**config.mk**
```make
export PLATFORM = sky130hd
export DESIGN_NAME = serial_alu
export DESIGN_NICKNAME = d
export VERILOG_FILES = /design/src/rtl/serial_alu.sv
export SDC_FILE = /design/constraint.sdc
export NUM_CORES = 1
export LEC_CHECK = 0
export CORE_MARGIN = 2
export CORE_UTILIZATION = 50
export CTS_BUF_LIST = sky130_fd_sc_hd__clkbuf_2 sky130_fd_sc_hd__clkbuf_4 sky130_fd_sc_hd__clkbuf_8
export DETAILED_ROUTE_END_ITERATION = 10
export MAX_ROUTING_LAYER = met4
export PLACE_DENSITY = 0.91
export REMOVE_ABC_BUFFERS = 1
export SLEW_MARGIN = 20
export SYNTH_ARGS = -nofsm -noshare
export SYNTH_HDL_FRONTEND = slang
export SYNTH_SLANG_ARGS = --single-unit
```
**constraint.sdc**
```tcl
create_clock -name clk -period 6.7 [get_ports clk]
set_input_delay 1.34 -clock clk [delete_from_list [all_inputs] [get_ports clk]]
set_output_delay 1.34 -clock clk [all_outputs]
set_load 0.005 [all_outputs]
```
**src/rtl/serial_alu.sv**
```systemverilog
// Bit-serial ALU: operands are rotated NSHIFT bits per cycle through an external register file.
// Define SERIAL_ALU_WIDE_EN to honour the wide input (16-bit register-pair operations).
module serial_alu #(
    parameter int LOG2_NR  = 4,
    parameter int REG_BITS = 8,
    parameter int NSHIFT   = 2
) (
    input  logic                                    clk,
    input  logic                                    reset,
    input  logic                                    start,
    input  logic [2:0]                              op,
    input  logic [LOG2_NR-1:0]                      dst,
    input  logic [LOG2_NR-1:0]                      src,
    input  logic                                    wide,
    output logic                                    ready,
    output logic                                    done,
    output logic [3:0]                              flags,
    output logic [LOG2_NR-1:0]                      reg_index,
    output logic [LOG2_NR-1:0]                      reg_index2,
    output logic                                    do_scan,
    output logic                                    do_scan2,
    output logic [NSHIFT-1:0]                       scan_in,
    output logic [NSHIFT-1:0]                       scan_in2,
    input  logic [NSHIFT-1:0]                       scan_out,
    input  logic [NSHIFT-1:0]                       scan_out2,
    output logic [$clog2(2*REG_BITS/NSHIFT)-1:0]    bit_index
);

    localparam int N  = REG_BITS / NSHIFT;
    localparam int BW = $clog2(2 * REG_BITS / NSHIFT);

    localparam logic [BW-1:0] IDX_ZERO    = {BW{1'b0}};
    localparam logic [BW-1:0] IDX_ONE     = {{(BW-1){1'b0}}, 1'b1};
    localparam logic [BW-1:0] IDX_HALF    = BW'(N);
    localparam logic [BW-1:0] LAST_NARROW = BW'(N - 1);
    localparam logic [BW-1:0] LAST_WIDE   = BW'(2 * N - 1);

    localparam logic [2:0] OP_ADD = 3'd0;
    localparam logic [2:0] OP_SUB = 3'd1;
    localparam logic [2:0] OP_ADC = 3'd2;
    localparam logic [2:0] OP_SBC = 3'd3;
    localparam logic [2:0] OP_AND = 3'd4;
    localparam logic [2:0] OP_OR  = 3'd5;
    localparam logic [2:0] OP_XOR = 3'd6;
    localparam logic [2:0] OP_MOV = 3'd7;

    typedef enum logic [1:0] {
        ST_IDLE = 2'd0,
        ST_RUN  = 2'd1,
        ST_DONE = 2'd2
    } state_t;

    state_t             state_q;
    logic [2:0]         op_q;
    logic [LOG2_NR-1:0] dst_q;
    logic [LOG2_NR-1:0] src_q;
    logic               wide_q;
    logic [BW-1:0]      bit_index_q;
    logic               carry_q;
    logic               z_acc_q;
    logic [3:0]         flags_q;
    logic               ready_q;
    logic               done_q;
    logic               do_scan_q;

    logic               wide_sel_s;
    logic               is_sub_s;
    logic               is_arith_s;
    logic               cin0_s;
    logic               cin_s;
    logic [NSHIFT-1:0]  b_s;
    logic [NSHIFT:0]    sum_s;
    logic [NSHIFT-1:0]  result_s;
    logic               cout_s;
    logic               cmsb_s;
    logic               zero_s;
    logic               last_s;
    logic               high_s;
    logic [3:0]         flags_d;

`ifdef SERIAL_ALU_WIDE_EN
    assign wide_sel_s = wide;
`else
    logic unused_wide_s;
    assign unused_wide_s = wide;
    assign wide_sel_s    = 1'b0;
`endif

    // Chunk datapath: one NSHIFT-bit slice of the result plus the flag terms it contributes.
    always_comb begin
        is_sub_s   = (op_q == OP_SUB) || (op_q == OP_SBC);
        is_arith_s = ~op_q[2];
        b_s        = is_sub_s ? ~scan_out2 : scan_out2;
        case (op_q)
            OP_ADD:         cin0_s = 1'b0;
            OP_SUB:         cin0_s = 1'b1;
            OP_ADC, OP_SBC: cin0_s = flags_q[0];
            default:        cin0_s = 1'b0;
        endcase
        if (bit_index_q == IDX_ZERO) begin
            cin_s = cin0_s;
        end else begin
            cin_s = carry_q;
        end
        sum_s = {1'b0, scan_out} + {1'b0, b_s} + {{NSHIFT{1'b0}}, cin_s};
        case (op_q)
            OP_AND:  result_s = scan_out & scan_out2;
            OP_OR:   result_s = scan_out | scan_out2;
            OP_XOR:  result_s = scan_out ^ scan_out2;
            OP_MOV:  result_s = scan_out2;
            default: result_s = sum_s[NSHIFT-1:0];
        endcase
        cout_s = sum_s[NSHIFT];
        // Carry into the MSB is recovered from the MSB sum bit and its operands.
        cmsb_s = result_s[NSHIFT-1] ^ scan_out[NSHIFT-1] ^ b_s[NSHIFT-1];
        zero_s = (result_s == {NSHIFT{1'b0}});
        last_s = (bit_index_q == (wide_q ? LAST_WIDE : LAST_NARROW));
        high_s = wide_q && (bit_index_q >= IDX_HALF);
        flags_d[3] = is_arith_s ? (cmsb_s ^ cout_s) : flags_q[3];
        flags_d[2] = result_s[NSHIFT-1];
        flags_d[1] = z_acc_q & zero_s;
        flags_d[0] = is_arith_s ? cout_s : flags_q[0];
    end

    // Control FSM with registered status outputs.
    always_ff @(posedge clk or posedge reset) begin
        if (reset) begin
            state_q     <= ST_IDLE;
            op_q        <= 3'd0;
            dst_q       <= {LOG2_NR{1'b0}};
            src_q       <= {LOG2_NR{1'b0}};
            wide_q      <= 1'b0;
            bit_index_q <= IDX_ZERO;
            carry_q     <= 1'b0;
            z_acc_q     <= 1'b1;
            flags_q     <= 4'd0;
            ready_q     <= 1'b1;
            done_q      <= 1'b0;
            do_scan_q   <= 1'b0;
        end else begin
            case (state_q)
                ST_IDLE: begin
                    if (start) begin
                        state_q     <= ST_RUN;
                        op_q        <= op;
                        dst_q       <= dst;
                        src_q       <= src;
                        wide_q      <= wide_sel_s;
                        bit_index_q <= IDX_ZERO;
                        z_acc_q     <= 1'b1;
                        ready_q     <= 1'b0;
                        do_scan_q   <= 1'b1;
                    end
                end
                ST_RUN: begin
                    carry_q <= cout_s;
                    z_acc_q <= z_acc_q & zero_s;
                    if (last_s) begin
                        state_q     <= ST_DONE;
                        bit_index_q <= IDX_ZERO;
                        flags_q     <= flags_d;
                        do_scan_q   <= 1'b0;
                        done_q      <= 1'b1;
                    end else begin
                        bit_index_q <= bit_index_q + IDX_ONE;
                    end
                end
                ST_DONE: begin
                    state_q <= ST_IDLE;
                    done_q  <= 1'b0;
                    ready_q <= 1'b1;
                end
                default: begin
                    state_q     <= ST_IDLE;
                    bit_index_q <= IDX_ZERO;
                    done_q      <= 1'b0;
                    ready_q     <= 1'b1;
                    do_scan_q   <= 1'b0;
                end
            endcase
        end
    end

    assign ready      = ready_q;
    assign done       = done_q;
    assign flags      = flags_q;
    assign do_scan    = do_scan_q;
    assign do_scan2   = do_scan_q;
    assign bit_index  = bit_index_q;
    assign reg_index  = wide_q ? {dst_q[LOG2_NR-1:1], high_s} : dst_q;
    assign reg_index2 = wide_q ? {src_q[LOG2_NR-1:1], high_s} : src_q;
    assign scan_in    = result_s;
    assign scan_in2   = scan_out2;

endmodule
```
==> After elaboration in Yosys (flattened, before gate mapping) <==
Cells that the tools add are included.
{ "op_classes": {"muxes": 18, "n_eq_ne": 12, "n_div": 0, "magnitude_cmp": 0, "reduce_logical": 15, "bitwise": 12, "multipliers": 0, "addsub": 3, "shift": 0} }
{ "op_table": {"columns": ["op", "count"], "rows": [
  ["$reduce_and A2 Y1", 7],
  ["$eq A3 B3 Y1 const B", 4],
  ["$eq A3 B2 Y1 const B", 3],
  ["$pmux W3 S3", 1],
  ["$pmux W1 S2", 4],
  ["$pmux W2 S4", 1],
  ["$mux W2", 3],
  ["$mux W3", 2],
  ["$reduce_and A3 Y1", 2],
  ["$mux W1", 5],
  ["$logic_not A2 Y1", 2],
  ["$ne A2 B2 Y1 const B", 2],
  ["$not A1 Y1", 4],
  ["$pmux W2 S2", 1],
  ["$add A2 B2 Y3", 1],
  ["$add A3 B1 Y3", 1],
  ["$add A3 B1 Y3 const B", 1],
  ["$eq A3 B1 Y1 const B", 1],
  ["$logic_not A3 Y1", 1],
  ["$pmux W1 S3", 1],
  ["$xor A1 B1 Y1", 3],
  ["$and A2 B2 Y2", 1],
  ["$eq A2 B1 Y1 const B", 1],
  ["$eq A2 B2 Y1 const B", 1],
  ["7 further kinds", 7]
]} }
{ "word_totals": {"wordCells": 72, "latchBits": 0, "output_inout_bits": 23, "ramBits": 0, "mem_count": 0, "input_bits": 19, "ff_bits": 25, "mem_bits_ro": 0} }

==> Logic depth before layout (Yosys ltp) <==
{ "depth": {"ltp_word": 9, "depth_mapped": 13, "depth_no_buf": 13} }

==> Worst setup path before layout <==
No wires, ideal clock.
{ "synth_path": {"kind": "input to output", "from": "input scan_out2[0]", "to": "output scan_in[1]", "path_stages": 9, "path_buffers": 1, "slack_ns": 2.531, "t_arrival_ns": 2.829, "required_time_ns": 5.360, "path_cell_list": "xnor2_1 -> fa_1 -> inv_1 -> fa_1 -> inv_1 -> o22ai_1 -> a31oi_2 -> inv_1 -> buf_4"} }
{ "synth_between": {"elab_chain_cells": 5} }
{ "synth_rtl": {"columns": ["element", "line", "rtl"], "rows": [
  ["from (decl)", "25", "input logic [NSHIFT-1:0] scan_out2,"],
  ["$not A2 Y2", "93", "b_s = is_sub_s ? ~scan_out2 : scan_out2;"],
  ["$mux W2 (*)", "93", null],
  ["$add A2 B2 Y3 (*)", "105", "sum_s = {1'b0, scan_out} + {1'b0, b_s} + {{NSHIFT{1'b0}}, cin_s};"],
  ["$add A3 B1 Y3 (*)", "105", null],
  ["$pmux W2 S4 (*)", "106", "case (op_q)"],
  ["to (decl)", "22", "output logic [NSHIFT-1:0] scan_in,"]
]} }
Every way passes the cells marked *; elsewhere a longest branch is shown, timed or not.

==> Worst setup path in the final report <==
Ends and elaborated chain as after synthesis.

==> flow_summary.yaml <==
floorplan:
  die_height_um: 55.43
  dieArea_mm2: 0.003072
  core-area_mm2: 0.002500
  rows: 18
  boundaryPins: 42
  initial_core_util: 0.5290
  fp.dieW_um: 55.43
synthesis:
  syn_area_mm2: 0.001323
  yosys_warnings: 0
  synth_area_leader_cell: "dfrtp_1"
  synth-async-reset-ratio: 1.000
  post-synth-top-count-cell: "dfrtp_1"
  ys_types: 29
  ys.flop_type: "dfrtp_1"
  synth_edf_count: 0
  synth_top_cell_area_share: 0.4352
  synthTopCellsByCount: "dfrtp_1 (23), inv_1 (14), mux2_2 (12), nand2_1 (10)"
  synth-seq-cells: 25
  ys_seq_area_frac: 0.4749
  synthTopCellsByArea: "dfrtp_1 (44%), mux2_2 (10%), ha_1 (5.7%), dfstp_2 (4.0%), inv_1 (4.0%)"
  syn_inst: 119
  synth_area_per_cell_um2: 11.11
place:
  gp_congestion: 0.7941
  pre_cts_ws_ps: 1530
  dp_hpwl_um: 2070
  numPortBuffers: 40
  post_dp_cell_area_mm2: 0.001704
sta:
  fin_crit_ps: 5162
  max_freq_ghz: 0.1937
  setup_viol: 0
  layout_setup_ws_ps: 1538
  worstMarginPinSlew_ps: 979.1
  slew_violations: 0
  fin_crit_sh: 0.7704
  finalHoldViolations: 0
  slew_headroom: 0.3449
  tns_ps: 0
  rsz0062_at_grt: "no"
  finClkSkew_ps: 6.214
layout:
  nFillCells: 186
  finalInstanceArea_mm2: 0.001734
  antennaDiodeCount: 0
  area_growth_pct: 31.13
  layout-drive-gt1-share: 0.1290
  final_nets: 183
routing:
  drc_errors: 0
  vias: 976
  drt_iter0_drc: 10
  ant_nets: 0
  via_per_inst: 5.276
  firstDrtPassIters: 4
  wl_per_cell_um: 14.26
  routed_wl_um: 2638
cts:
  cts_made_buffers: 3
  hold_buffers: 0
  cts_resized: 0
  insertion_delay_ps: 320
  cts_max_path_buffers: 2
  clk_pin_slew_ps: 130
  htreeDepth: 1
  clock_sinks: 25
  post_cts_buffers: 0
  cts_tree: "yes"
  cts-root-buf: "clkbuf_4"
setup_path:
  reg2reg_from: "bit_index[0]"
  crit_start: "scan_out2[0]"
  cp_max_fo: 5
  arrival_ps: 3820
  required_ps: 5360
  critical_path_class: "in2out"
  end_kind: "output pin"
  worst_setup_path_start_kind: "input pin"
  r2r_slack_ps: 3960
power:
  p_leak_nw: 0.7789
  internal_power_w: 0.0005012
  switchingPower_w: 0.0002746
  power.share.clock: 0.092
  p_sw_frac: 0.3539
  power_frac_seq: 0.371
  power_frac_comb: 0.536
  p_per_area_mw_per_mm2: 447.4
  ir_worst_vdd_mv: 0.3163
global_routing:
  antenna_found_initial: 0
  grt_pass1_vias: 1080
  overflow: 0
  grt.total_usage: 0.1973
  grt_max_degree: 26
  grt_pass1_wl_um: 4609
hold_path:
  min_from: "flags[1]"
  hp-class: "reg2reg"
run:
  max_cap_violations: 0
status:
  status: "completed"
## worst max-delay path, stage by stage
cell             delay [ps]
clkdlybuf4s50_1         570
xnor2_1                 120
fa_1                    400
inv_1                    80
fa_1                    400
inv_1                    60
o22ai_1                  80
a31oi_2                 260
inv_1                    60
clkdlybuf4s50_1         440
## per-layer routing
metal,share of wire,vias up,track usage,wire length (µm)
li1,-,461,-,-
met1,0.42,468,0.2187,1108
met2,0.50,37,0.3333,1326
met3,0.050,10,0.04450,132
met4,0.027,0,0.09756,70
met5,0,-,-,0
## sequential cells by signal, summed over array words and instances (netlist names)
| signal | flops |
|---|---|
| state_q | 2 |
| src_q | 4 |
| bit_index | 3 |
| z_acc_q | 1 |
| ready | 1 |
| do_scan | 1 |
| carry_q | 1 |
| op_q | 3 |
| dst_q | 4 |
| done | 1 |
| flags | 4 |
## worst paths after layout
| kind | cells after the start | endpoint |
|---|---|---|
| setup / recovery | 10 | scan_in[1] |
| hold reg to reg | 2 | flags[1] |
| setup reg to reg | 12 | z_acc_q |
| min in group asynchronous | 2 | src_q[3] |
| hold / removal | 2 | flags[1] |
| max in group asynchronous | 2 | flags[1] |
## cell usage in the layout (no fill, tap or decap), types with 4 or more instances in the layout
master,count
clkdlybuf4s50_1,40
dfrtp_1,23
inv_1,14
mux2_2,12
nand2_1,10
nor2_1,6
ha_1,6
nand2b_1,4
o21ai_0,4
xnor2_1,4
clkbuf_4,4
## layout make-up
| cell class | instances | area, µm² | share of cell area |
|---|---|---|---|
| clock buffer | 4 | 30.03 | 0.01732 |
| inverter | 14 | 52.55 | 0.03030 |
| multi-input combinational | 72 | 585.6 | 0.3377 |
| sequential | 25 | 628.1 | 0.3622 |
| tap | 30 | 37.54 | 0.02165 |
| timing repair buffer | 40 | 400.4 | 0.2309 |
## stage by stage
stage	total power, W	hold WS [ps]	std cells	util
floorplan	0.0005103	445.7	111	-
global placement	0.0006862	460.9	181	0.6817
detailed placement	0.0007110	487.6	181	0.6817
CTS	0.0007844	517.1	185	0.6937
global route	0.0008384	538.7	185	0.6937
finish	0.0007758	513.3	185	0.6937
## power groups by stage
stage | clock [W] | combinational [W] | sequential, W
2_1_floorplan | 0 | 0.000228 | 0.000282
3_3_place_gp | 0 | 0.000403 | 0.000283
3_5_place_dp | 0 | 0.000420 | 0.000291
4_1_cts | 0.0000747 | 0.000421 | 0.000288
5_1_grt | 0.0000797 | 0.000459 | 0.000299
6_report | 0.0000717 | 0.000416 | 0.000288
## logic make-up (layout without fill, tap and decap cells)
logic type,after synthesis,count (layout),synth area share
simple gates,27,27,0.1012
flops,25,25,0.4749
buf+inv,22,58,0.08231
compound gates,17,17,0.08420
mux,15,15,0.1372
fa+ha+maj,8,8,0.08704
xor+xnor,5,5,0.03311
(Power assumes the default switching activity.)
